File: config.mk
export PLATFORM = sky130hd
export DESIGN_NAME = fetch_unit
export DESIGN_NICKNAME = d
export VERILOG_FILES = /design/src/rtl/fetch_pkg.sv /design/src/rtl/fetch_buffer.sv /design/src/rtl/fetch_unit.sv
export SDC_FILE = /design/constraint.sdc
export NUM_CORES = 1
export LEC_CHECK = 0
export ABC_CLOCK_PERIOD_IN_PS = 6360
export CAP_MARGIN = 15
export CORE_AREA = 2 2 94 96
export CTS_CLUSTER_DIAMETER = 80
export DETAILED_ROUTE_END_ITERATION = 8
export DIE_AREA = 0 0 96 98
export PLACE_DENSITY = 0.72
export SYNTH_ARGS = -nofsm -noshare
export SYNTH_HDL_FRONTEND = slang
export SYNTH_SLANG_ARGS = --single-unit
File: constraint.sdc
create_clock -name clk -period 6.36 [get_ports clk]
set_input_delay 1.272 -clock clk [delete_from_list [all_inputs] [get_ports clk]]
set_output_delay 1.272 -clock clk [all_outputs]
set_load 0.01 [all_outputs]
File: src/rtl/fetch_pkg.sv
// Shared types for the instruction fetch stage.
// Latency: n/a (types and constants only).
// Backpressure: n/a.
// Contents: default widths, the fetch FSM state enum and the buffer entry type.
package fetch_pkg;

  localparam int FETCH_ADDR_W  = 8;
  localparam int FETCH_INSTR_W = 16;
  localparam int FETCH_DEPTH   = 2;

  typedef enum logic [1:0] {
    IDLE  = 2'd0,
    ISSUE = 2'd1,
    WAIT  = 2'd2
  } fetch_state_e;

  // One buffered instruction, tagged with the address it was fetched from.
  typedef struct packed {
    logic [FETCH_ADDR_W-1:0]  addr;
    logic [FETCH_INSTR_W-1:0] data;
  } fetch_entry_t;

endpackage

File: src/rtl/fetch_buffer.sv
// DEPTH-entry synchronous FIFO of fetched instructions.
// Latency: a push is visible at the head the cycle after it is written.
// Backpressure: none internally; the producer must reserve space before pushing.
// Ports: clk, reset (async, active-high); push/push_data write the tail; pop
//   retires the head; clear empties the FIFO (wins over push and pop);
//   count is the occupancy; head_valid/head_data present the oldest entry.
module fetch_buffer
  import fetch_pkg::*;
#(
  parameter int DEPTH = FETCH_DEPTH,
  parameter int PTR_W = $clog2(DEPTH),
  parameter int CNT_W = $clog2(DEPTH) + 1
) (
  input  logic               clk,
  input  logic               reset,
  input  logic               push,
  input  fetch_entry_t       push_data,
  input  logic               pop,
  input  logic               clear,
  output logic [CNT_W-1:0]   count,
  output logic               head_valid,
  output fetch_entry_t       head_data
);

  localparam logic [CNT_W-1:0] FULL = CNT_W'(DEPTH);

  fetch_entry_t     store [DEPTH];
  logic [PTR_W-1:0] wr_ptr;
  logic [PTR_W-1:0] rd_ptr;
  logic             do_push;
  logic             do_pop;

  // Pop of an empty FIFO is ignored; clear overrides both directions.
  assign do_pop  = pop && (count != '0) && !clear;
  assign do_push = push && !clear;

  assign head_valid = (count != '0);
  assign head_data  = store[rd_ptr];

  always_ff @(posedge clk or posedge reset) begin
    if (reset) begin
      wr_ptr <= '0;
      rd_ptr <= '0;
      count  <= '0;
      for (int i = 0; i < DEPTH; i++) begin
        store[i] <= '0;
      end
    end else if (clear) begin
      wr_ptr <= '0;
      rd_ptr <= '0;
      count  <= '0;
    end else begin
      if (do_push) begin
        store[wr_ptr] <= push_data;
        wr_ptr        <= wr_ptr + PTR_W'(1);
      end
      if (do_pop) begin
        rd_ptr <= rd_ptr + PTR_W'(1);
      end
      case ({do_push, do_pop})
        2'b10:   count <= count + CNT_W'(1);
        2'b01:   count <= count - CNT_W'(1);
        default: count <= count;
      endcase
    end
  end

  // The fetch FSM reserves a slot before issuing, so a full FIFO never sees a push.
  a_no_overflow: assert property (@(posedge clk) disable iff (reset)
    !(push && (count == FULL)));

endmodule

File: src/rtl/fetch_unit.sv
// Instruction fetch stage: reads pc_addr, issues one memory read, bumps the PC once per read.
// Latency: 2 cycles from the issue cycle to instr_valid with a 1-cycle memory; best rate 1 per 2 cycles.
// Backpressure: instr_ready low fills the 2-entry buffer, then issuing stops until a slot frees.
// Ports: clk, reset (async, active-high); run enables fetching; flush drops buffered and
//   in-flight instructions; pc_addr/pc_enable talk to the PC; mem_* is the instruction
//   memory read port; instr_valid/instr_data/instr_addr/instr_ready feed the decoder.
module fetch_unit
  import fetch_pkg::*;
#(
  parameter int ADDR_W  = FETCH_ADDR_W,   // must match the fetch_entry_t widths
  parameter int INSTR_W = FETCH_INSTR_W,
  parameter int DEPTH   = FETCH_DEPTH
) (
  input  logic               clk,
  input  logic               reset,
  input  logic               run,
  input  logic               flush,
  input  logic [ADDR_W-1:0]  pc_addr,
  output logic               pc_enable,
  output logic               mem_rd,
  output logic [ADDR_W-1:0]  mem_addr,
  input  logic [INSTR_W-1:0] mem_rdata,
  input  logic               mem_rvalid,
  output logic               instr_valid,
  output logic [INSTR_W-1:0] instr_data,
  output logic [ADDR_W-1:0]  instr_addr,
  input  logic               instr_ready
);

  localparam int CNT_W = $clog2(DEPTH) + 1;
  localparam logic [CNT_W:0] DEPTH_X = (CNT_W + 1)'(DEPTH);

  fetch_state_e       state;
  logic               drop;      // the outstanding response belongs to a flushed fetch
  logic [ADDR_W-1:0]  req_addr;  // address of the read currently in flight

  logic [CNT_W-1:0]   count;
  logic [CNT_W:0]     count_x;
  logic [CNT_W:0]     count_after;
  logic               space_idle;
  logic               space_after;
  logic               resp;
  logic               push;
  logic               pop;
  fetch_entry_t       push_entry;
  fetch_entry_t       head_entry;

  // Responses only count while a read is actually outstanding; anything else is stray.
  assign resp = (state == WAIT) && mem_rvalid;
  assign push = resp && !drop && !flush;
  assign pop  = instr_valid && instr_ready;

  assign push_entry.addr = req_addr;
  assign push_entry.data = mem_rdata;

  // In IDLE nothing is outstanding, so space is just free buffer slots. Leaving WAIT the
  // read has landed, so space is judged on the occupancy after this cycle's push/pop.
  assign count_x     = {1'b0, count};
  assign count_after = count_x + {{CNT_W{1'b0}}, push} - {{CNT_W{1'b0}}, pop};
  assign space_idle  = count_x < DEPTH_X;
  assign space_after = count_after < DEPTH_X;

  always_ff @(posedge clk or posedge reset) begin
    if (reset) begin
      state     <= IDLE;
      drop      <= 1'b0;
      req_addr  <= '0;
      pc_enable <= 1'b0;
      mem_rd    <= 1'b0;
      mem_addr  <= '0;
    end else begin
      // Read strobe and PC bump are one-cycle pulses that only ever accompany ISSUE.
      pc_enable <= 1'b0;
      mem_rd    <= 1'b0;
      case (state)
        IDLE: begin
          if (run && space_idle && !flush) begin
            state     <= ISSUE;
            mem_rd    <= 1'b1;
            pc_enable <= 1'b1;
            mem_addr  <= pc_addr;
          end
        end
        ISSUE: begin
          // The PC only advances at the end of this cycle, so pc_addr is the issued address.
          req_addr <= pc_addr;
          if (flush) begin
            drop <= 1'b1;
          end
          state <= WAIT;
        end
        WAIT: begin
          if (mem_rvalid) begin
            drop <= 1'b0;
            if (run && space_after && !flush) begin
              state     <= ISSUE;
              mem_rd    <= 1'b1;
              pc_enable <= 1'b1;
              mem_addr  <= pc_addr;
            end else begin
              state <= IDLE;
            end
          end else if (flush) begin
            // The read cannot be cancelled; remember to discard its data when it lands.
            drop <= 1'b1;
          end
        end
        default: state <= IDLE;
      endcase
    end
  end

  fetch_buffer #(
    .DEPTH (DEPTH)
  ) u_buf (
    .clk        (clk),
    .reset      (reset),
    .push       (push),
    .push_data  (push_entry),
    .pop        (pop),
    .clear      (flush),
    .count      (count),
    .head_valid (instr_valid),
    .head_data  (head_entry)
  );

  assign instr_addr = head_entry.addr;
  assign instr_data = head_entry.data;

endmodule

**Yosys cells after proc, flatten, opt, wreduce, memory -nomap -nowiden**

Index checks and enable logic that the tools add are counted.
W data, S select, Z words.

- Flip-flop bits (word level): 72
- Bits of input ports: 30
- Logic and storage cells: 84

- $add $sub $neg: 6
- Order comparisons: 5
- Equal/unequal tests: 7
- Multiplexer cells: 27
- Bitwise operators: 3
- Reduce and logical (&&, ||, !) cells: 24

Operators by type and width:

| operator | number |
|---|---|
| $mux W24 | 4 |
| $bwmux W48 | 1 |
| $demux W24 S1 | 1 |
| $mux W8 | 3 |
| $pmux W8 S2 | 1 |
| $logic_and A1 B1 Y1 | 12 |
| $mux W1 | 10 |
| $reduce_bool A2 Y1 | 5 |
| $mux W2 | 3 |
| $pmux W2 S3 | 1 |
| $eq A2 B1 Y1 const B | 2 |
| $eq A2 B2 Y1 const B | 2 |
| $ge A2 B2 Y1 const B | 2 |
| $ne A2 B2 Y1 const B | 2 |
| $not A1 Y2 | 2 |
| $pmux W1 S2 | 2 |
| $pmux W2 S2 | 1 |
| $reduce_and A2 Y1 | 2 |
| $reduce_and A4 Y1 | 1 |
| $add A2 B1 Y3 | 1 |
| $lt A3 B2 Y1 const B | 1 |
| $reduce_bool A3 Y1 | 1 |
| $sub A3 B1 Y3 | 1 |
| $add A1 B1 Y1 const B | 2 |
| other kinds (8) | 9 |

**Logic depth before layout (Yosys ltp)**

Gate-level depths: netlist of run 1.

- Depth in word-level cells: 12
- Mapped depth: 11

**Modules after synthesis**

Synthesis of run 1 repeated with hierarchy kept, for this count alone.

- Cells, all modules: 223
- Area total of the unflattened synthesis: 3397.0 µm²

Modules (own cells, without submodules):

| module | instances | cells each | area each (µm²) | seq. area each (µm²) |
|---|---|---|---|---|
| fetch_buffer | 1 | 152 | 2407.3 | 1301.2 |
| fetch_unit | 1 | 71 | 989.7 | 500.5 |

**Least setup slack after synthesis of run 1**

OpenSTA, ideal clock, no wires.

- Path type: input to register
- Start point: input port instr_ready
- End point: register mem_addr[0]
- Setup time: 125 ps
- Arrival: 3217 ps
- Required time: 6235 ps
- Slack: 3018 ps
- Stages on the path: 10
- Buffers on the path: 1
- Cell sequence: and2_1 ha_1 nor2_1 nand2_1 fa_1 xnor2_1 nand4b_1 a211o_1 buf_6 mux2_4

- Cells in the longest elaborated chain, start to end: 7

RTL lines:

| element | line | text |
|---|---|---|
| start: declaration | fetch_unit.sv:27 | `input logic instr_ready` |
| $logic_and A1 B1 Y1 | fetch_unit.sv:51 | `assign pop = instr_valid && instr_ready;` |
| $sub A3 B1 Y3 | fetch_unit.sv:59 | `assign count_after = count_x + {{CNT_W{1'b0}}, push} - {{CNT_W{1'b0}}, pop};` |
| $lt A3 B2 Y1 | fetch_unit.sv:61 | `assign space_after = count_after < DEPTH_X;` |
| $logic_and A1 B1 Y1 (2 in a row) | fetch_unit.sv:95 | `if (run && space_after && !flush) begin` |
| $ne A2 B1 Y1 (no source line) | - |  |
| $reduce_and A4 Y1 (no source line) | - |  |
| end signal: assignment | fetch_unit.sv:81 | `mem_addr <= pc_addr;` |
| end signal: assignment | fetch_unit.sv:99 | `mem_addr <= pc_addr;` |
| end: declaration | fetch_unit.sv:21 | `output logic [ADDR_W-1:0] mem_addr,` |

No other way between the ends.
A chain may end at the register's enable or synchronous reset.

**Worst setup path after layout of run 1**

- Start point: input port mem_rvalid
- End point: register mem_addr[7]

- Cells in the longest elaborated chain, start to end: 10

RTL lines:

| element | line | text |
|---|---|---|
| start: declaration | fetch_unit.sv:23 | `input logic mem_rvalid,` |
| $logic_and A1 B1 Y1 | fetch_unit.sv:49 | `assign resp = (state == WAIT) && mem_rvalid;` |
| $logic_and A1 B1 Y1 (2 in a row) | fetch_unit.sv:50 | `assign push = resp && !drop && !flush;` |
| $add A2 B1 Y3 | fetch_unit.sv:59 |  |
| $sub A3 B1 Y3 | fetch_unit.sv:59 |  |
| $lt A3 B2 Y1 | fetch_unit.sv:61 |  |
| $logic_and A1 B1 Y1 (2 in a row) | fetch_unit.sv:95 |  |
| $ne A2 B1 Y1 (no source line) | - |  |
| $reduce_and A4 Y1 (no source line) * | - |  |

Every way passes the cells marked *; elsewhere a longest branch is shown, timed or not.

==> results.md, run 1 <==
Timing:
- The number of slew-limit violations in the final report is 0.
- The post-route fraction of the period consumed by the critical path is 0.593.
- Setup violations remaining at the end of the flow were counted as 0.
- Once routing completed, OpenROAD measured the worst setup slack at 2.59 ns.
- Headroom to the max-slew limit came out at 0.393.
- The worst path needs 3.77 ns of the cycle, external delays included.
- Setup repair after global routing left no endpoint under its margin.
- The worst hold slack is 0.503 ns.
- The setup TNS is 0 ns.
- The final-report hold violation count is 0.
- Across the routed clock network, the largest skew measured is 0.00968 ns.
- The transition at the pin with the smallest max-transition slack is 0.911 ns.
- The achievable clock frequency is 0.265 GHz.

Critical path:
- The worst register-to-register path begins at u_buf.count[1].
- For the worst setup path, the data required time is 6.58 ns.
- The worst setup path is of the primary input to register kind.
- Of all nets on the critical path, the largest fanout is 8.
- The critical path endpoint category is a register.
- The critical path arrival is 3.99 ns.
- Across all register-to-register paths, the minimum setup slack is 3.20 ns.
- The worst register-to-register path ends at mem_addr[7].
- The number of cells on the worst reg-to-reg path is 10.
- STA classifies the critical path startpoint as a primary input.

Logic synthesis:
- Sorting the synthesized cells by area gives the leading types as sky130_fd_sc_hd__dfrtp_1, sky130_fd_sc_hd__mux2_2, sky130_fd_sc_hd__mux2_4.
- Summing every instance area after synthesis gives 0.00326 mm^2.
- The top-area cell type share of the netlist area is 0.553.
- The most common cell in the netlist is sky130_fd_sc_hd__mux2_2.
- The number of nets handed over by synthesis was 258.
- The number of distinct library cell variants in the gate-level netlist after synthesis is 32.
- The synthesized design spends more area on one cell type than any other, namely sky130_fd_sc_hd__dfrtp_1.
- The commonest cells after synthesis are sky130_fd_sc_hd__mux2_2, sky130_fd_sc_hd__dfrtp_1, sky130_fd_sc_hd__mux2_4, sky130_fd_sc_hd__nor2_1.
- The most used flip-flop cell after synthesis is sky130_fd_sc_hd__dfrtp_1.
- After synthesis the netlist holds a flip-flop and latch count of 72.
- The post-synthesis instance total is 221.
- The number of warnings printed during yosys synthesis is 0.
- After synthesis, the share of flip-flops with an asynchronous set or reset is 1.00.
- The synthesized design contains 0 enable-type register cells.
- Dividing the synthesized area by the synthesized cell count gives 14.7 um^2.
- Of the synthesized area, sequential elements account for 0.553.

Worst hold path:
- The cell depth of the worst hold path is 1.
- In this run the worst hold path is classified as register to register.
- The source of the worst hold timing path is u_buf.store[7].
- The worst hold path endpoint is u_buf.store[7].

Pwr:
- For this design the static power due to leakage is 0.00194 uW.
- The switching share of total power is 0.274.
- Of the total power, the clock network draws 0.230.
- The internal power contribution is 1230 uW.
- The relative contribution of sequential cells to total power is 0.399.
- The part of the total power dissipated in combinational logic is 0.371.
- The power per cell area is 401 mW/mm^2.
- Summed over all nets, the switching power comes to 463 uW.
- The worst vdd rail ir drop is 128 uV.

Global routing:
- The number of global-route vias before repair was 2102.
- Entering global routing, the biggest net connects 73 pins.
- The first global-routing pass estimated 10.2 mm of wire.
- Across every metal layer, demand over resource in global routing totals 0.141.
- The aggregate global routing overflow is 0.
- The number of antenna violations at the first check in global routing was 0.

Final layout:
- The area growth from synthesis to layout is 29.7%.
- The net total in the final layout is 326.
- The layout filler cell count is 729.
- The count of antenna diodes in the layout is 0.
- The share of final-layout standard cells stronger than drive strength 1 is 0.381.
- Measured on the finished design, the core utilization comes to 0.499.
- The design area is 0.00422 mm^2.

Detailed routing:
- The number of DRC markers after the initial detailed-route iteration is 33.
- The number of antenna-violating nets in the routed design is 0.
- The vias after detailed routing is 1958.
- The vias per cell is 4.87.
- After detailed routing, the total wire length is 5.95 mm.
- The count of unresolved DRC violations after routing is 0.
- For this run, the detailed router's first-pass iteration total came to 3.
- After detailed routing, the average wire length per cell comes to 14.8 um.

Clock tree:
- The number of buffers inserted by hold repair at cts is 0.
- In this run, post-CTS repair resized a total of 0 instances.
- The tree is rooted in a sky130_fd_sc_hd__clkbuf_8.
- No sink is reached through more buffers than the 2 on the longest clock path.
- The register clock-pin slew on the reported worst setup and hold paths is 0.07 ns.
- The H-tree depth is 3.
- Clock latency on the worst-skew pair, taken at its later pin, is 0.34 ns.
- CTS saw 72 sinks.
- TritonCTS built the clock tree.
- The post-CTS setup repair buffer count is 0.
- Counting the buffers created by CTS gives 9.

Placement:
- The final HPWL from detailed placement is 3.87 mm.
- The last weighted congestion value of the routability-driven placer is 0.812.
- The placed instances occupy a cell area of 0.00400 mm^2.
- At the placement stage, the worst setup path has a slack of 2.23 ns.
- The count of port buffers added during placement is 64.

Floorplan:
- The horizontal die dimension is 96 um.
- The placement row count is 34.
- The core region is 0.00847 mm^2.
- The number of ports placed on the die boundary is 65.
- The die area is 0.00941 mm^2.
- The die is 98 um tall.
- The initial utilization of the core area, before any placement, comes to 0.385.

Outcome:
- The run finished with clean final reports.

Flow run:
- Across the run, the number of max-cap violations was 0.
==> metrics by stage <==
stage                     total power (uW)  cells
after floorplan                       1050    221
after global placement                1300    386
after detailed placement              1320    386
after CTS                             1720    402
after global routing                  1800    402
final                                 1690    402
==> how the worst max path moves through the flow <==
stage,startpoint,cells past startpoint,slack [ns],to
after global placement,mem_rvalid,9,2.30,mem_addr[1]
after detailed placement,mem_rvalid,9,2.23,mem_addr[6]
after global routing,mem_rvalid,9,2.36,mem_addr[4]
after floorplan,instr_ready,10,3.02,mem_addr[0]
final,mem_rvalid,9,2.59,mem_addr[7]
after CTS,mem_rvalid,9,2.58,mem_addr[5]
==> routing by layer <==
layer | global-route usage | share of wire
met5 | 0 | 0
met1 | 0.180 | 0.45
met3 | 0.0378 | 0.042
met4 | 0.0615 | 0.018
met2 | 0.222 | 0.49
==> state kept, by name, indices dropped and copies added, names as in the netlist <==
name and flops:
req_addr 8, u_buf.rd_ptr 1, u_buf.wr_ptr 1, mem_rd 1
drop 1, u_buf.count 2, state 2, u_buf.store 48
mem_addr 8
==> power by group through the flow <==
stage | clock network (uW) | registers [uW] | logic (uW)
2_1_floorplan | 0 | 673 | 378
3_3_place_gp | 0 | 677 | 627
3_5_place_dp | 0 | 685 | 634
4_1_cts | 402 | 678 | 638
5_1_grt | 424 | 694 | 682
6_report | 389 | 676 | 627
==> critical path, cell delays in order <==
cell	delay, ns
sky130_fd_sc_hd__clkdlybuf4s50_1	0.53
sky130_fd_sc_hd__nand2_1	0.15
sky130_fd_sc_hd__nor2_1	0.33
sky130_fd_sc_hd__nand2_1	0.12
sky130_fd_sc_hd__fa_1	0.39
sky130_fd_sc_hd__xnor2_1	0.14
sky130_fd_sc_hd__nand4b_1	0.17
sky130_fd_sc_hd__a211o_1	0.52
sky130_fd_sc_hd__mux2_4	0.36
==> layout by cell type, fill, tap and decap left out <==
cell type and count:
sky130_fd_sc_hd__mux2_1 2, sky130_fd_sc_hd__nor2_1 8, sky130_fd_sc_hd__mux2_4 8, sky130_fd_sc_hd__clkbuf_8 13, sky130_fd_sc_hd__dfrtp_1 72, sky130_fd_sc_hd__inv_1 5
sky130_fd_sc_hd__nor3b_4 1, sky130_fd_sc_hd__o22ai_2 1, sky130_fd_sc_hd__or2_2 1, sky130_fd_sc_hd__ha_1 6, sky130_fd_sc_hd__nor4_1 1, sky130_fd_sc_hd__nor4_4 1
sky130_fd_sc_hd__a21oi_1 2, sky130_fd_sc_hd__inv_2 1, sky130_fd_sc_hd__nor2b_1 3, sky130_fd_sc_hd__o21ai_0 1, sky130_fd_sc_hd__nand4b_1 1, sky130_fd_sc_hd__nand2_1 5
sky130_fd_sc_hd__and2_1 1, sky130_fd_sc_hd__nor3_1 1, sky130_fd_sc_hd__clkinvlp_4 1, sky130_fd_sc_hd__and3_1 1, sky130_fd_sc_hd__a31oi_1 1, sky130_fd_sc_hd__xor2_1 1
sky130_fd_sc_hd__o31ai_1 1, sky130_fd_sc_hd__a211o_1 1, sky130_fd_sc_hd__clkdlybuf4s50_1 64, sky130_fd_sc_hd__fa_1 1, sky130_fd_sc_hd__mux2_2 79, sky130_fd_sc_hd__buf_4 4
sky130_fd_sc_hd__bufinv_16 1, sky130_fd_sc_hd__xnor2_1 3, sky130_fd_sc_hd__inv_6 1, sky130_fd_sc_hd__o21a_1 1
==> cell type report <==
type | count | area (um^2) | area share
clock buffers | 13 | 179 | 0.0424
inverters | 6 | 22.5 | 0.00533
well taps | 108 | 135 | 0.0320
multi-input cells | 132 | 1370 | 0.324
repair buffers | 68 | 671 | 0.159
flip-flops and latches | 72 | 1800 | 0.427
clock inverters | 3 | 46.3 | 0.0110
==> logic make-up after synthesis <==
kind of cell,share of synthesized area
flops,0.553
xor+xnor,0.0108
compound gates,0.0177
fa+ha+maj,0.0292
buf+inv,0.0269
mux,0.317
simple gates,0.0450
(Power assumes the default switching activity.)
==> run 2: changes to the inputs <==
- ABC_CLOCK_PERIOD_IN_PS: 6360 -> 3800
- clock period: 6.36 -> 3.8 ns (I/O delays scaled with it)
==> run 2 against run 1 <==
Against the previous run: global-route usage up 0.055 points; power up 73%; highest routed layer unchanged; clock skew about the same; critical path depth up 1.
==> results.md, run 2 (synthesized netlist as in run 1, its figures left out) <==
Pwr:
- The power per cell area is 688 mW/mm^2 (+72%).
- The internal power contribution is 2140 uW (+74%).
- The part of the total power dissipated in combinational logic was 0.359 (-0.012).
- The switching share of total power came to 0.272 (-0.00228).
- The power spent charging and discharging nets came to 797 uW (+72%).
- The clock network power share came to 0.255 (+0.025).
- The leakage power total is 0.00197 uW (+1.3%).
- The worst vdd rail ir drop is 251 uV (+97%).
- The relative contribution of sequential cells to total power is 0.385 (-0.014).

Detailed routing:
- The number of antenna-violating nets in the routed design is 0 (unchanged).
- The overall routed net length is 6.05 mm (+1.6%).
- The count of unresolved DRC violations after routing is 0 (unchanged).
- The vias per cell is 4.86 (-0.14%).
- The routed length per instance is 15.0 um (+1.1%).
- The vias after detailed routing came to 1965 (+0.36%).
- The number of optimization iterations in the first detailed-route pass was 4 (+1).
- The number of DRC markers after the initial detailed-route iteration is 35 (+6.1%).

Timing:
- The clock period minus worst slack is 3.14 ns.
- The setup clock skew after layout was 0.00982 ns (+0.000138 ns).
- The final-report hold violation count came to 0 (unchanged).
- The transition at the pin with the smallest max-transition slack is 0.892 ns (-0.0184 ns).
- The setup TNS is 0 ns (unchanged).
- The achievable clock frequency is 0.319 GHz.
- Setup repair after global routing left no endpoint under its margin.
- The count of final setup violators is 0 (unchanged).
- Of the available clock period, the critical path in the final layout requires 0.826.
- The relative max-transition margin came to 0.405 (+0.0123).
- The number of slew-limit violations in the final report is 0 (unchanged).

Floorplan:
- The effective utilization at floorplan is 0.385 (unchanged).
- The die height came to 98 um (unchanged).
- The number of ports placed on the die boundary is 65 (unchanged).
- The placement row count came to 34 (unchanged).
- The horizontal die dimension was 96 um (unchanged).
- The die area is 0.00941 mm^2 (unchanged).
- The total core area is 0.00847 mm^2 (unchanged).

Clock tree:
- The post-CTS resize count is 0 (unchanged).
- The tree is rooted in a sky130_fd_sc_hd__clkbuf_8.
- The total clock buffers created by CTS came to 9 (unchanged).
- The clock insertion delay at the later pin of the skew report is 0.34 ns (about the same).
- The maximum root-to-sink buffer count is 2 (unchanged).
- The number of buffers inserted by hold repair at cts is 0 (unchanged).
- The post-CTS setup repair buffer count is 0 (unchanged).
- The clock sink count was 72 (unchanged).
- The register clock-pin slew on the reported worst setup and hold paths is 0.08 ns (about the same).
- The H-tree depth was 3 (unchanged).
- The clock tree from TritonCTS is done.

Global routing:
- The first-pass GRT wire length is 10.2 mm (-0.34%).
- The total global-route track usage is 0.141 (+0.000550).
- The number of global-route vias before repair is 2088 (-0.67%).
- The maximum number of pins on one net before global-route repair is 73 (unchanged).
- The aggregate global routing overflow is 0 (unchanged).
- The number of antenna violations at the first check in global routing is 0 (unchanged).

Critical path:
- The critical path arrival is 3.37 ns (-0.62 ns).
- The cell with the biggest individual delay on the critical path is sky130_fd_sc_hd__a211o_1.
- The biggest cell delay along the critical path came to 0.51 ns (-0.02 ns).
- STA classifies the critical path startpoint as a primary input.
- The signal on the critical path passes through clkdlybuf4s50_1, and2_1, ha_1, nor2_1, nand2_1, fa_1, xnor2_1, nand4b_1, a211o_1, mux2_4.
- The worst setup path is captured at a register.
- The endpoint required time on the critical path was 4.03 ns (-2.55 ns).
- The peak fanout along the critical path is 8 (unchanged).
- The critical path in this run is classified as primary input to register.

Placement:
- The final HPWL from detailed placement came to 4.00 mm (+3.3%).
- The count of port buffers added during placement is 64 (unchanged).
- The last weighted congestion value of the routability-driven placer was 0.798 (-1.7%).

Final layout:
- The share of final-layout standard cells stronger than drive strength 1 was 0.385 (+0.00418).
- In the final layout, the registers with the most flip-flops are u_buf.store: 48 flops, mem_addr: 8 flops, req_addr: 8 flops.
- Leaving out fill and tap cells, the most frequent cells in the layout are sky130_fd_sc_hd__mux2_2, sky130_fd_sc_hd__dfrtp_1, sky130_fd_sc_hd__clkdlybuf4s50_1.
- The flip-flop count of the largest register after layout came to 48 (unchanged).
- The end-of-flow core utilization is 0.504 (+0.00517).
- The count of antenna diodes in the layout is 0 (unchanged).
- The largest register by flop count is u_buf.store.
- The net total in the final layout is 328 (+0.61%).
- The layout filler cell count was 740 (+1.5%).
- The area growth from synthesis to layout is 31.0%.
- The most common cell after layout, fill and taps aside is sky130_fd_sc_hd__mux2_2.

Worst hold path:
- The path class of the lowest-slack min-delay path is register to register.

Flow run:
- The number of max-capacitance violations reported is 0 (unchanged).

Outcome:
- The flow ran to the end, and the final reports show no timing, DRC or antenna violations.
[run 2: cell count changes in the layout (fill, tap and decap cells not counted)]
cell	delta
sky130_fd_sc_hd__inv_6	-1
sky130_fd_sc_hd__clkinvlp_4	-1
sky130_fd_sc_hd__clkinv_4	+3
sky130_fd_sc_hd__clkbuf_8	-3
sky130_fd_sc_hd__bufinv_16	+2
sky130_fd_sc_hd__buf_4	+2
[run 2: area by class of cell]
cell class | count | area, um^2 | share of cell area
Clock inverter | 6 | 116 | 0.0273
Inverter | 6 | 22.5 | 0.00528
Timing Repair Buffer | 70 | 686 | 0.161
Multi-Input combinational cell | 132 | 1370 | 0.320
Clock buffer | 10 | 138 | 0.0323
Tap cell | 108 | 135 | 0.0317
Sequential cell | 72 | 1800 | 0.422
[run 2: through the flow]
stage	hold slack (ns)	total power, uW	instances	cell area, um^2	worst slack [ns]
after global placement	0.464	2180	388	4010	0.332
after global routing	0.500	3120	404	4270	0.463
after detailed placement	0.475	2210	388	4010	0.274
after CTS	0.493	2980	404	4270	0.631
after floorplan	0.454	1760	221	3260	0.865
final	0.486	2930	404	4270	0.662
[run 2: power groups by stage]
stage | sequential, uW | combinational (uW) | clock [uW]
detailed placement | 1150 | 1070 | 0
global placement | 1140 | 1050 | 0
floorplan | 1130 | 632 | 0
finish | 1130 | 1050 | 749
CTS | 1130 | 1070 | 774
global route | 1160 | 1150 | 814
[run 2: final timing paths]
kind	start	end	slack, ns	cells past startpoint
setup reg to reg	u_buf.count[1]	mem_addr[4]	0.66	10
setup / recovery	instr_ready	mem_addr[4]	0.66	10
hold reg to reg	u_buf.store[31]	u_buf.store[31]	0.49	1
max in group asynchronous	reset	u_buf.store[47]	2.22	3
min in group asynchronous	reset	u_buf.store[27]	1.00	3
hold / removal	u_buf.store[31]	u_buf.store[31]	0.49	1
[run 2: layer usage]
layer / vias to the layer above / global-route usage / part of all wire
met1: 997 / 0.186 / 0.46
met3: 7 / 0.0370 / 0.043
met2: 45 / 0.218 / 0.48
met4: 0 / 0.0593 / 0.013
li1: 916 / - / -
met5: - / 0 / 0
[run 2: critical path: cells and delay by family]
kind	cells	cell delay, ns
adder cells (fa/ha/maj)	2	0.61
AO/OA/AOI/OAI	1	0.51
AND/OR/NAND/NOR	4	0.49
buffers and inverters	1	0.48
multiplexers	1	0.36
XOR/XNOR	1	0.14
==> run 3: changes to the inputs <==
- ABC_CLOCK_PERIOD_IN_PS: 3800 -> 3140
- clock period: 3.8 -> 3.14 ns (I/O delays scaled with it)
==> run 3 against run 2 <==
Against the previous run: combinational power up 23%; die area unchanged; sequential share of layout area down 0.20 points; non-clock buffer count up 6; worst hold slack better by 0.0043 ns; power up 16%; highest routed layer unchanged; clock skew down 0.0021 ns; global-route usage down 0.087 points; utilization up 0.24 points; wire length down 0.31%; first-iteration DRC count up 26%.
==> results.md, run 3 (synthesized netlist as in run 1, its figures left out) <==
Outcome:
- The flow ran to the end, and the final reports show no timing, DRC or antenna violations.

Worst hold path:
- The tightest min-delay check is of the register to register type.
- The source of the worst hold timing path is u_buf.store[32].
- The worst hold path endpoint is u_buf.store[32].
- The cell depth of the worst hold path came to 1 (unchanged).

Critical path:
- The biggest cell delay along the critical path is 0.51 ns (about the same).
- The endpoint required time on the critical path is 3.37 ns (-0.66 ns).
- The register-to-register setup slack is 0.17 ns (-0.49 ns).
- In this run the critical register-to-register path is launched from u_buf.count[0].
- The worst setup path is launched from a register.
- The cell class contributing the biggest share of worst-path delay is simple AND/OR/NAND/NOR gates.
- In this run the critical register-to-register path is captured at mem_addr[2].
- The critical path arrival was 3.20 ns (-0.17 ns).
- The peak fanout along the critical path is 8 (unchanged).
- Traced cell by cell, the critical path runs through or2_2, and2_1, ha_1, nor2_1, nand2_1, fa_1, xnor2_1, nand4b_1, a211o_1, mux2_4.
- The critical path endpoint category is a register.
- The critical setup path kind is register to register.
- The path depth of the worst reg2reg path is 10 (unchanged).
- The cell with the biggest individual delay on the critical path is sky130_fd_sc_hd__a211o_1.
- The buffering stage count on the worst path with inverters included is 0 (-1).

Final layout:
- The library cells used most frequently in the layout, excluding fill and tap cells, are sky130_fd_sc_hd__mux2_2, sky130_fd_sc_hd__dfrtp_1, sky130_fd_sc_hd__clkdlybuf4s50_1.
- The net total in the final layout was 334 (+1.8%).
- The flip-flop count of the largest register after layout was 48 (unchanged).
- The combined flip-flop and latch cell area is 0.00180 mm^2 (unchanged).
- The largest register by flop count is u_buf.store.
- The area of the multi-input gates is 0.00137 mm^2 (unchanged).
- The share of final-layout standard cells stronger than drive strength 1 came to 0.397 (+0.0122).
- The largest registers in the layout are u_buf.store: 48 flops, mem_addr: 8 flops, req_addr: 8 flops.
- The layout filler cell count is 739 (-0.14%).
- The signed area change from the synthesized netlist to the final layout is 31.6%.
- The most common cell after layout, fill and taps aside is sky130_fd_sc_hd__mux2_2.
- The count of antenna diodes in the layout is 0 (unchanged).

Clock tree:
- The total clock buffers created by CTS is 9 (unchanged).
- TritonCTS built the clock tree.
- The post-CTS resize count is 0 (unchanged).
- The clock insertion delay at the later pin of the skew report is 0.34 ns (about the same).
- The clock sink count is 72 (unchanged).
- The H-tree depth is 3 (unchanged).
- The register clock-pin slew on the reported worst setup and hold paths is 0.08 ns (about the same).
- The maximum root-to-sink buffer count was 2 (unchanged).
- The number of buffers inserted by hold repair at cts was 0 (unchanged).
- The cell chosen for the clock root is sky130_fd_sc_hd__clkbuf_8.
- The post-CTS setup repair buffer count is 0 (unchanged).

Detailed routing:
- The number of DRC markers after the initial detailed-route iteration is 44 (+26%).
- The vias per cell is 4.86 (about the same).
- The number of antenna-violating nets in the routed design is 0 (unchanged).
- The routed length per instance is 14.7 um (-1.8%).
- The vias after detailed routing was 1994 (+1.5%).
- The count of unresolved DRC violations after routing is 0 (unchanged).
- The overall routed net length is 6.03 mm (-0.31%).
- The number of optimization iterations in the first detailed-route pass is 4 (unchanged).

Placement:
- The last weighted congestion value of the routability-driven placer is 0.765 (-4.2%).
- The count of port buffers added during placement came to 64 (unchanged).
- The final HPWL from detailed placement is 4.16 mm (+4.1%).

Timing:
- The worst hold slack is 0.491 ns (+0.00431 ns).
- The transition at the pin with the smallest max-transition slack is 0.584 ns (-0.309 ns).
- Counting I/O delays and the setup requirement, the final critical path takes 2.97 ns.
- The post-route fraction of the period consumed by the critical path is 0.945.
- The setup TNS is 0 ns (unchanged).
- The final-report hold violation count is 0 (unchanged).
- Setup repair after global routing left no endpoint under its margin.
- The setup clock skew after layout is 0.00767 ns (-0.00215 ns).
- The number of slew-limit violations in the final report is 0 (unchanged).
- The count of final setup violators is 0 (unchanged).
- The achievable clock frequency is 0.337 GHz.
- The relative max-transition margin is 0.610 (+0.205).

Pwr:
- The power per cell area is 793 mW/mm^2 (+15%).
- The worst vdd rail ir drop is 327 uV (+30%).
- The sum of internal, switching and leakage power came to 3400 uW (+16%).
- The leakage power total is 0.00197 uW (+0.35%).

Global routing:
- The met3 global-route usage is 0.0571 (+0.0201).
- The first-pass GRT wire length is 10.1 mm (-0.47%).
- The met2 usage is 0.217 (-0.00107).
- The number of global-route vias before repair is 2086 (-0.096%).
- The met1 capacity usage during global routing was 0.181 (-0.00479).
- The number of antenna violations at the first check in global routing is 0 (unchanged).
- The global routing's busiest layer is met2.
- The total global-route track usage is 0.140 (-0.000867).
- The maximum number of pins on one net before global-route repair is 46 (-37%).
- The aggregate global routing overflow is 0 (unchanged).

Floorplan:
- The total core area is 0.00847 mm^2 (unchanged).
- The die area is 0.00941 mm^2 (unchanged).
- The number of ports placed on the die boundary was 65 (unchanged).
- The placement row count was 34 (unchanged).
- The horizontal die dimension is 96 um (unchanged).
- The die height came to 98 um (unchanged).
- The effective utilization at floorplan is 0.385 (unchanged).

Flow run:
- The number of max-capacitance violations reported was 0 (unchanged).
## run 3: per-stage QoR
stage	area, um^2	setup WS, ns	instances	utilization
detailed placement	4080	-0.187	394	0.482
global route	4290	0.0178	410	0.506
CTS	4290	0.162	410	0.506
global placement	4080	-0.147	394	0.482
floorplan	3260	0.205	221	-
finish	4290	0.172	410	0.506
## run 3: area by class of cell
class	count	share of cell area
Timing Repair Buffer	76	0.176
Clock buffer	9	0.0289
Multi-Input combinational cell	132	0.319
Clock inverter	7	0.0187
Sequential cell	72	0.420
Tap cell	108	0.0315
Inverter	6	0.00526
## run 3: layer usage
layer / share of wire / vias up
met4: 0.011 / 0
li1: - / 929
met3: 0.056 / 9
met5: 0 / -
met1: 0.44 / 1011
met2: 0.49 / 45
## run 3: how the worst max path moves through the flow
stage	startpoint	to	slack (ns)	cells after the start
CTS	u_buf.count[0]	mem_addr[2]	0.16	10
finish	u_buf.count[0]	mem_addr[2]	0.17	10
global placement	instr_ready	mem_addr[1]	-0.15	10
floorplan	u_buf.count[1]	mem_addr[0]	0.21	11
detailed placement	instr_ready	mem_addr[3]	-0.19	10
global route	u_buf.count[0]	mem_addr[2]	0.02	10
## run 3: report_power, final
part | switching, uW | leakage, uW | internal, uW
clock network | 369 | 0.0000964 | 375
registers | 158 | 0.000946 | 1210
logic | 454 | 0.000930 | 835
total | 981 | 0.00197 | 2420
